===== config.mk =====
export PLATFORM = sky130hd
export DESIGN_NAME = membus_master_flat
export DESIGN_NICKNAME = d
export VERILOG_FILES = /design/src/rtl/membus_master_if.sv /design/src/rtl/membus_master.sv /design/src/flat_wrapper.sv
export SDC_FILE = /design/constraint.sdc
export NUM_CORES = 1
export LEC_CHECK = 0
export ABC_AREA = 1
export BUFFER_PORTS_ARGS = -buffer_cell sky130_fd_sc_hd__buf_2
export CAP_MARGIN = 10
export CORE_AREA = 8 8 102 104
export CTS_BUF_LIST = sky130_fd_sc_hd__clkbuf_4 sky130_fd_sc_hd__clkbuf_8
export CTS_CLUSTER_SIZE = 20
export DETAILED_ROUTE_END_ITERATION = 8
export DIE_AREA = 0 0 110 112
export PLACE_DENSITY = 0.84
export RECOVER_POWER = 100
export REMOVE_ABC_BUFFERS = 1
export SLEW_MARGIN = 10
export SYNTH_ARGS = -nofsm -noshare
export SYNTH_HDL_FRONTEND = slang
export SYNTH_SLANG_ARGS = --single-unit

===== constraint.sdc =====
create_clock -name i_clk -period 5.35 [get_ports i_clk]
set_clock_uncertainty 0.1 [all_clocks]
set_input_delay 0.8025 -clock i_clk [delete_from_list [all_inputs] [get_ports i_clk]]
set_output_delay 0.8025 -clock i_clk [all_outputs]
set_load 0.03 [all_outputs]

===== src/rtl/membus_master_if.sv =====
// Memory bus signal bundle between the initiator (membus_master) and a
// memory slave: Avalon-MM style request/response with waitrequest stall.
interface membus_master_if;
    logic [17:0] o_address;
    logic        o_read;
    logic        o_write;
    logic [35:0] o_writedata;
    logic [35:0] i_readdata;
    logic        i_waitrequest;

    modport master (
        output o_address,
        output o_read,
        output o_write,
        output o_writedata,
        input  i_readdata,
        input  i_waitrequest
    );

    modport slave (
        input  o_address,
        input  o_read,
        input  o_write,
        input  o_writedata,
        output i_readdata,
        output i_waitrequest
    );
endinterface


===== src/rtl/membus_master.sv =====
// Initiator side of the 36-bit word memory bus. Runs PDP-6 style read,
// write and read-modify-write (with restart) memory cycles as bus transfers
// that honour waitrequest. A transfer stalled for TIMEOUT consecutive edges
// is dropped and reported as nonexistent memory.
module membus_master #(
    parameter int unsigned TIMEOUT = 255,
    parameter int unsigned CW      = $clog2(TIMEOUT + 1)
) (
    input  logic               i_clk,
    input  logic               i_reset_n,
    input  logic               i_start,
    input  logic               i_rd,
    input  logic               i_wr,
    input  logic [17:0]        i_addr,
    input  logic [35:0]        i_wdata,
    input  logic               i_wr_rs,
    output logic               o_busy,
    output logic [35:0]        o_rdata,
    output logic               o_rd_done,
    output logic               o_done,
    output logic               o_nxm,
    membus_master_if.master    bus
);

    typedef enum logic [1:0] {
        IDLE  = 2'd0,
        RD    = 2'd1,
        RWAIT = 2'd2,
        WR    = 2'd3
    } state_t;

    localparam logic [CW:0] TMAX = TIMEOUT[CW:0];

    state_t      state_q, state_d;
    logic [17:0] addr_q, addr_d;
    logic [35:0] wdata_q, wdata_d;
    logic [35:0] rdata_q, rdata_d;
    logic        read_q, read_d;
    logic        write_q, write_d;
    logic        busy_q, busy_d;
    logic        rd_done_q, rd_done_d;
    logic        done_q, done_d;
    logic        nxm_q, nxm_d;
    logic        wrflag_q, wrflag_d;
    logic [CW-1:0] cnt_q, cnt_d;
    logic [CW:0] cnt_inc;
    logic        xfer_done;
    logic        stall_limit;

    assign cnt_inc     = {1'b0, cnt_q} + {{CW{1'b0}}, 1'b1};
    assign xfer_done   = (read_q | write_q) & ~bus.i_waitrequest;
    // This stalled edge would be the TIMEOUT-th one; completion is checked first.
    assign stall_limit = (cnt_inc == TMAX);

    // State and registered outputs; async reset drops the bus request at once.
    always_ff @(posedge i_clk or negedge i_reset_n) begin
        if (!i_reset_n) begin
            state_q   <= IDLE;
            addr_q    <= '0;
            wdata_q   <= '0;
            rdata_q   <= '0;
            read_q    <= 1'b0;
            write_q   <= 1'b0;
            busy_q    <= 1'b0;
            rd_done_q <= 1'b0;
            done_q    <= 1'b0;
            nxm_q     <= 1'b0;
            wrflag_q  <= 1'b0;
            cnt_q     <= '0;
        end else begin
            state_q   <= state_d;
            addr_q    <= addr_d;
            wdata_q   <= wdata_d;
            rdata_q   <= rdata_d;
            read_q    <= read_d;
            write_q   <= write_d;
            busy_q    <= busy_d;
            rd_done_q <= rd_done_d;
            done_q    <= done_d;
            nxm_q     <= nxm_d;
            wrflag_q  <= wrflag_d;
            cnt_q     <= cnt_d;
        end
    end

    // Next-state and next-output logic for the memory cycle sequencer.
    always_comb begin
        state_d   = state_q;
        addr_d    = addr_q;
        wdata_d   = wdata_q;
        rdata_d   = rdata_q;
        read_d    = read_q;
        write_d   = write_q;
        wrflag_d  = wrflag_q;
        cnt_d     = cnt_q;
        rd_done_d = 1'b0;
        done_d    = 1'b0;
        nxm_d     = 1'b0;

        unique case (state_q)
            IDLE: begin
                if (i_start && (i_rd || i_wr)) begin
                    addr_d   = i_addr;
                    wrflag_d = i_wr;
                    cnt_d    = '0;
                    if (i_rd) begin
                        read_d  = 1'b1;
                        state_d = RD;
                    end else begin
                        wdata_d = i_wdata;
                        write_d = 1'b1;
                        state_d = WR;
                    end
                end
            end
            RD: begin
                if (xfer_done) begin
                    rdata_d   = bus.i_readdata;
                    read_d    = 1'b0;
                    rd_done_d = 1'b1;
                    if (wrflag_q) begin
                        state_d = RWAIT;
                    end else begin
                        done_d  = 1'b1;
                        state_d = IDLE;
                    end
                end else if (stall_limit) begin
                    read_d  = 1'b0;
                    nxm_d   = 1'b1;
                    state_d = IDLE;
                end else begin
                    cnt_d = cnt_inc[CW-1:0];
                end
            end
            RWAIT: begin
                if (i_wr_rs) begin
                    wdata_d = i_wdata;
                    write_d = 1'b1;
                    cnt_d   = '0;
                    state_d = WR;
                end
            end
            WR: begin
                if (xfer_done) begin
                    write_d = 1'b0;
                    done_d  = 1'b1;
                    state_d = IDLE;
                end else if (stall_limit) begin
                    write_d = 1'b0;
                    nxm_d   = 1'b1;
                    state_d = IDLE;
                end else begin
                    cnt_d = cnt_inc[CW-1:0];
                end
            end
            default: state_d = IDLE;
        endcase

        busy_d = (state_d != IDLE);
    end

    assign o_busy          = busy_q;
    assign o_rdata         = rdata_q;
    assign o_rd_done       = rd_done_q;
    assign o_done          = done_q;
    assign o_nxm           = nxm_q;
    assign bus.o_address   = addr_q;
    assign bus.o_read      = read_q;
    assign bus.o_write     = write_q;
    assign bus.o_writedata = wdata_q;

endmodule


===== src/flat_wrapper.sv =====
// flat-port wrapper written by rule: the top's interface ports become plain ports
module membus_master_flat 
#(
    parameter int unsigned TIMEOUT = 255,
    parameter int unsigned CW      = $clog2(TIMEOUT + 1)
)
  (i_clk, i_reset_n, i_start, i_rd, i_wr, i_addr, i_wdata, i_wr_rs, o_busy, o_rdata, o_rd_done, o_done, o_nxm, bus_o_address, bus_o_read, bus_o_write, bus_o_writedata, bus_i_readdata, bus_i_waitrequest);
  membus_master_if bus_i ();
  input  logic i_clk;
  input  logic i_reset_n;
  input  logic i_start;
  input  logic i_rd;
  input  logic i_wr;
  input  logic [17:0] i_addr;
  input  logic [35:0] i_wdata;
  input  logic i_wr_rs;
  output logic o_busy;
  output logic [35:0] o_rdata;
  output logic o_rd_done;
  output logic o_done;
  output logic o_nxm;
  output wire logic [$bits(bus_i.o_address)-1:0] bus_o_address;
  output wire logic [$bits(bus_i.o_read)-1:0] bus_o_read;
  output wire logic [$bits(bus_i.o_write)-1:0] bus_o_write;
  output wire logic [$bits(bus_i.o_writedata)-1:0] bus_o_writedata;
  input wire logic [$bits(bus_i.i_readdata)-1:0] bus_i_readdata;
  input wire logic [$bits(bus_i.i_waitrequest)-1:0] bus_i_waitrequest;
  assign bus_o_address = bus_i.o_address;
  assign bus_o_read = bus_i.o_read;
  assign bus_o_write = bus_i.o_write;
  assign bus_o_writedata = bus_i.o_writedata;
  assign bus_i.i_readdata = bus_i_readdata;
  assign bus_i.i_waitrequest = bus_i_waitrequest;
  membus_master #(.TIMEOUT(TIMEOUT), .CW(CW)) u_core (.i_clk(i_clk), .i_reset_n(i_reset_n), .i_start(i_start), .i_rd(i_rd), .i_wr(i_wr), .i_addr(i_addr), .i_wdata(i_wdata), .i_wr_rs(i_wr_rs), .o_busy(o_busy), .o_rdata(o_rdata), .o_rd_done(o_rd_done), .o_done(o_done), .o_nxm(o_nxm), .bus(bus_i));
endmodule

## Word-level counts from Yosys, hierarchy flattened

Cells that the tools add are included.

| word-level totals | value |
|---|---|
| register bits after elaboration | 107 |
| bits of input ports | 97 |
| output and inout port bits | 96 |
| logic and storage cells | 76 |

| cells by class | value |
|---|---|
| add/subtract/negate cells | 1 |
| equal/unequal tests | 12 |
| muxes and demuxes | 34 |
| bitwise operators | 3 |
| reduce and logical (&&, ||, !) cells | 14 |

Operators by type and width:

| kind | count |
|---|---|
| $mux W36 | 3 |
| $pmux W36 S2 | 1 |
| $mux W8 | 4 |
| $pmux W8 S3 | 1 |
| $mux W1 | 14 |
| $mux W2 | 7 |
| $reduce_and A4 Y1 | 3 |
| $ne A2 B2 Y1 const B | 5 |
| $add A8 B1 Y9 const B | 1 |
| $eq A9 B8 Y1 const B | 1 |
| $pmux W2 S4 | 1 |
| $ne A3 B1 Y1 const B | 2 |
| $reduce_bool A2 Y1 | 3 |
| $reduce_and A5 Y1 | 1 |
| $eq A2 B2 Y1 const B | 2 |
| $pmux W1 S2 | 2 |
| $reduce_and A2 Y1 | 2 |
| $pmux W1 S3 | 1 |
| $reduce_bool A3 Y1 | 1 |
| $eq A2 B1 Y1 const B | 1 |
| $logic_not A2 Y1 | 1 |
| $ne A2 B1 Y1 const B | 1 |
| $reduce_or A2 Y1 | 1 |
| $and A1 B1 Y1 | 1 |
| 4 further kinds | 4 |

## Depth between registers and ports, before layout

| logic depth | value |
|---|---|
| word-level depth | 6 |
| mapped depth | 12 |
| depth with buffers taken out | 12 |

## Worst setup path before layout

No wires, ideal clock.

| timing path | value |
|---|---|
| kind | input -> register |
| from | input i_rd |
| to | register u_core.addr_q[0] (netlist: u_core.bus.o_address[0]) |
| setup time | 0.125 ns |
| data arrival time | 1.855 ns |
| data required time | 5.125 ns |
| slack | 3.270 ns |
| stages on the path | 5 |
| path buffers | 1 |
| cell sequence | o21ai_0 inv_1 nand2_1 buf_4 mux2_2 |

| between the ends | value |
|---|---|
| cells in the longest elaborated chain, start to end | 3 |

RTL lines:

| element | line | RTL |
|---|---|---|
| start: declaration | flat_wrapper.sv:12 | `input logic i_rd;` |
| $logic_or A1 B1 Y1 | membus_master.sv:102 | `if (i_start && (i_rd \|\| i_wr)) begin` |
| $logic_and A1 B1 Y1 | membus_master.sv:102 |  |
| $reduce_and A2 Y1 (no line) | n/a |  |
| end signal: assignment | membus_master.sv:72 | `addr_q <= addr_d;` |
| end: declaration | membus_master.sv:35 | `logic [17:0] addr_q, addr_d;` |

No other way between the ends.
A chain may end at the register's enable or synchronous reset.

==> out/qor.txt <==
Gr ovfl total - 0
CP required - 5.66 ns
Die Y - 112 um
Yosys Warn Count - 0
Mapped Area - 4410 um2
CTS Hold Buffers Added - 0
Router iterations before antenna repair - 6
Slowest cell on the critical path - clkbuf_1
Area delta synth->final - 24.06%
Relative slew slack - -63.22%
Main synth FF type - dfrtp_1
Max Cap Violations - 1
Asr flop ratio synth - 100.0%
EDFF count, synth - 0
WP buf/inv - 2
Synth cell types - 27
Antenna diodes - 0
Initial antenna violation count - 0
Clock Latency Late Sink - 0.36 ns
Post-CTS setup buffers - 0
Pwr Total - 3656 uW
Outcome - finished with violations
Final Hold Fails - 0
Fillers - 813
Fraction of layout cells with a size suffix above 1 - 21.94%
Largest cells by area after synthesis - dfrtp_1 61%, nand2_1 16%, mux2_2 4.9%, o21ai_1 4.8%, inv_1 4.0%
Synth area leader - dfrtp_1
Post-synthesis register bit count - 107
Root buf cell - clkbuf_8
Post-layout util - 61.55%
Top routing layer in use - met4
Met2 wire len - 5.365 mm
CORE AREA - 8890 um2
Worst Path Arrival - 3.41 ns
Crit end category - asynchronous set/reset pin
Clock Path Buffers - 2
WL final - 11.08 mm
Die area - 12320 um2
Inserted Clock Buffers - 9
DR iter-0 viols - 154
Final net count - 755
CTS clock-pin slew for the worst setup and hold paths - 0.10 ns
Pre-CTS setup slack - 2.487 ns
Min Tclk post-route - 3.099 ns
Worst Slack Setup Final - 2.251 ns
Ports - 193
Die width - 110 um
Final TNS setup - 0 ns
Final period util - 57.92%
CTS tree - done
M1 WL - 4.350 mm
Rows - 35
CTS H-tree lvls - 3
Cell family with most CP delay - buffers and inverters
First-pass GRT wire length - 18.20 mm
Synth Area per Inst - 9.404 um2
Pwr/cell area - 668.3 nW/um2
Post-synthesis instance total - 469
CP Class - input port to asynchronous set/reset pin
Slowest stage delay, CP - 1.70 ns
Antenna viol nets, final - 0
Number of clock sinks - 107
Wire length per cell - 14.35 um
Worst-path fanout max - 62
Final Wtd Congestion - 0.8114
Resized Gates After CTS - 0
Setup crit start kind - input port
Initial Util - 49.61%
Metal3 WL - 1.214 mm
# setup viols final - 0
Highest clock rate - 322.7 MHz
Hold Crit Class - flip-flop to flip-flop
Slew @ Worst Pin - 2.448 ns
Tot GR Track Use - 18.23%
RSZ-0062 raised after global routing - false
Maximum vdd ir drop - 0.3798 mV
Vias in the first global route - 3923
Post-synthesis sequential area ratio - 60.71%
Vias - 3655
Largest net degree at the start of global routing - 74
Fin. max-slew vios - 47
Leak Pwr - 0.002864 uW
Detailed Place HPWL - 8.495 mm
Failing checks - capacitance limit, slew limit
I/O Buffers - 192
Synth top area share - 60.71%
Hold Slack - 0.3768 ns
Drt via density - 4.734
# DRC - 0
Critical Path, Cell by Cell - clkbuf_1 -> buf_4
## per-layer routing
metal	up-vias	GRT usage (%)
li1	1821	-
met1	1675	20.89
met2	144	30.27
met3	15	6.759
met4	0	6.126
met5	-	0
## worst paths after layout
path                            slack [ns]                from                          to  cells after the start
worst max-delay path                  2.25           i_reset_n  u_core.bus.o_writedata[23]                      2
worst min-delay path                  0.38  u_core.o_rdata[18]          u_core.o_rdata[18]                      2
worst max register to register        2.29   u_core.state_q[0]          u_core.o_rdata[30]                      7
worst min register to register        0.38  u_core.o_rdata[18]          u_core.o_rdata[18]                      2
max in group i_clk                    2.29   u_core.state_q[0]          u_core.o_rdata[30]                      7
min in group asynchronous             1.07           i_reset_n          u_core.o_rdata[14]                      1
## synthesized netlist by cell type, types with 2 or more instances
cell type,instances
nand3_2,2
nand3_1,11
buf_4,6
nor2_2,3
nand2_1,183
buf_2,9
mux2_2,19
clkbuf_1,2
dfrtp_1,107
nand2_2,4
nand4_1,2
o21bai_1,2
nor2_1,9
o21ai_1,42
inv_1,47
ha_1,2
a21oi_1,2
inv_2,5
o21ai_2,2
nor2_4,3
## power by group
part           switching (uW)  internal (uW)  total, uW  leakage, uW
combinational            1340            427       1760      0.00143
clock                     294            193        487     0.000101
sequential                227           1180       1410      0.00133
## state kept, by name (all words and copies together) (netlist names), 2 cells and up
signal and cells:
u_core.bus.o_address 18, u_core.bus.o_writedata 36, u_core.cnt_q 8, u_core.o_rdata 36
u_core.state_q 2
## area by class of cell
type,count,area (um2),share of cell area [%]
inverters,52,195.2,3.567
well taps,111,138.9,2.538
flip-flops and latches,107,2678,48.94
multi-input cells,292,1414,25.84
clock inverters,6,53.80,0.9833
repair buffers,194,854.6,15.62
clock buffers,10,137.6,2.515
## through the flow
step	cell area (um2)	std cells
2_1_floorplan	4298	451
3_3_place_gp	5423	756
3_5_place_dp	5423	756
4_1_cts	5614	772
5_1_grt	5472	772
6_report	5472	772
## placed cells by master (no fill, tap or decap), types with 2 or more instances in the layout
cell / synthesis / routed
a21oi_1: 2 / 2
nor2_1: 9 / 12
nand3_1: 11 / 11
dfrtp_1: 107 / 107
mux2_2: 19 / 19
nand4_1: 2 / 2
nand3_2: 2 / 2
inv_1: 47 / 50
clkbuf_1: 2 / 97
nor2_4: 3 / 3
nand2_1: 183 / 184
nand2_2: 4 / 4
inv_6: 0 / 2
o21bai_1: 2 / 2
buf_2: 9 / 95
o21ai_0: 1 / 43
clkbuf_8: 0 / 10
buf_4: 6 / 2
inv_8: 0 / 2
inv_2: 5 / 2
ha_1: 2 / 2
## kinds of logic (layout without fill, tap and decap cells)
| kind of cell | Yosys count | after routing | share of synthesized area, % |
|---|---|---|---|
| buffers and inverters | 70 | 262 | 6.979 |
| DFF | 107 | 107 | 60.71 |
| and+or+nand+nor | 220 | 220 | 20.60 |
| adders and majority gates | 2 | 2 | 0.5673 |
| muxes | 19 | 19 | 4.851 |
| AOI/OAI and AO/OA | 51 | 51 | 6.298 |
(Power assumes the default switching activity.)
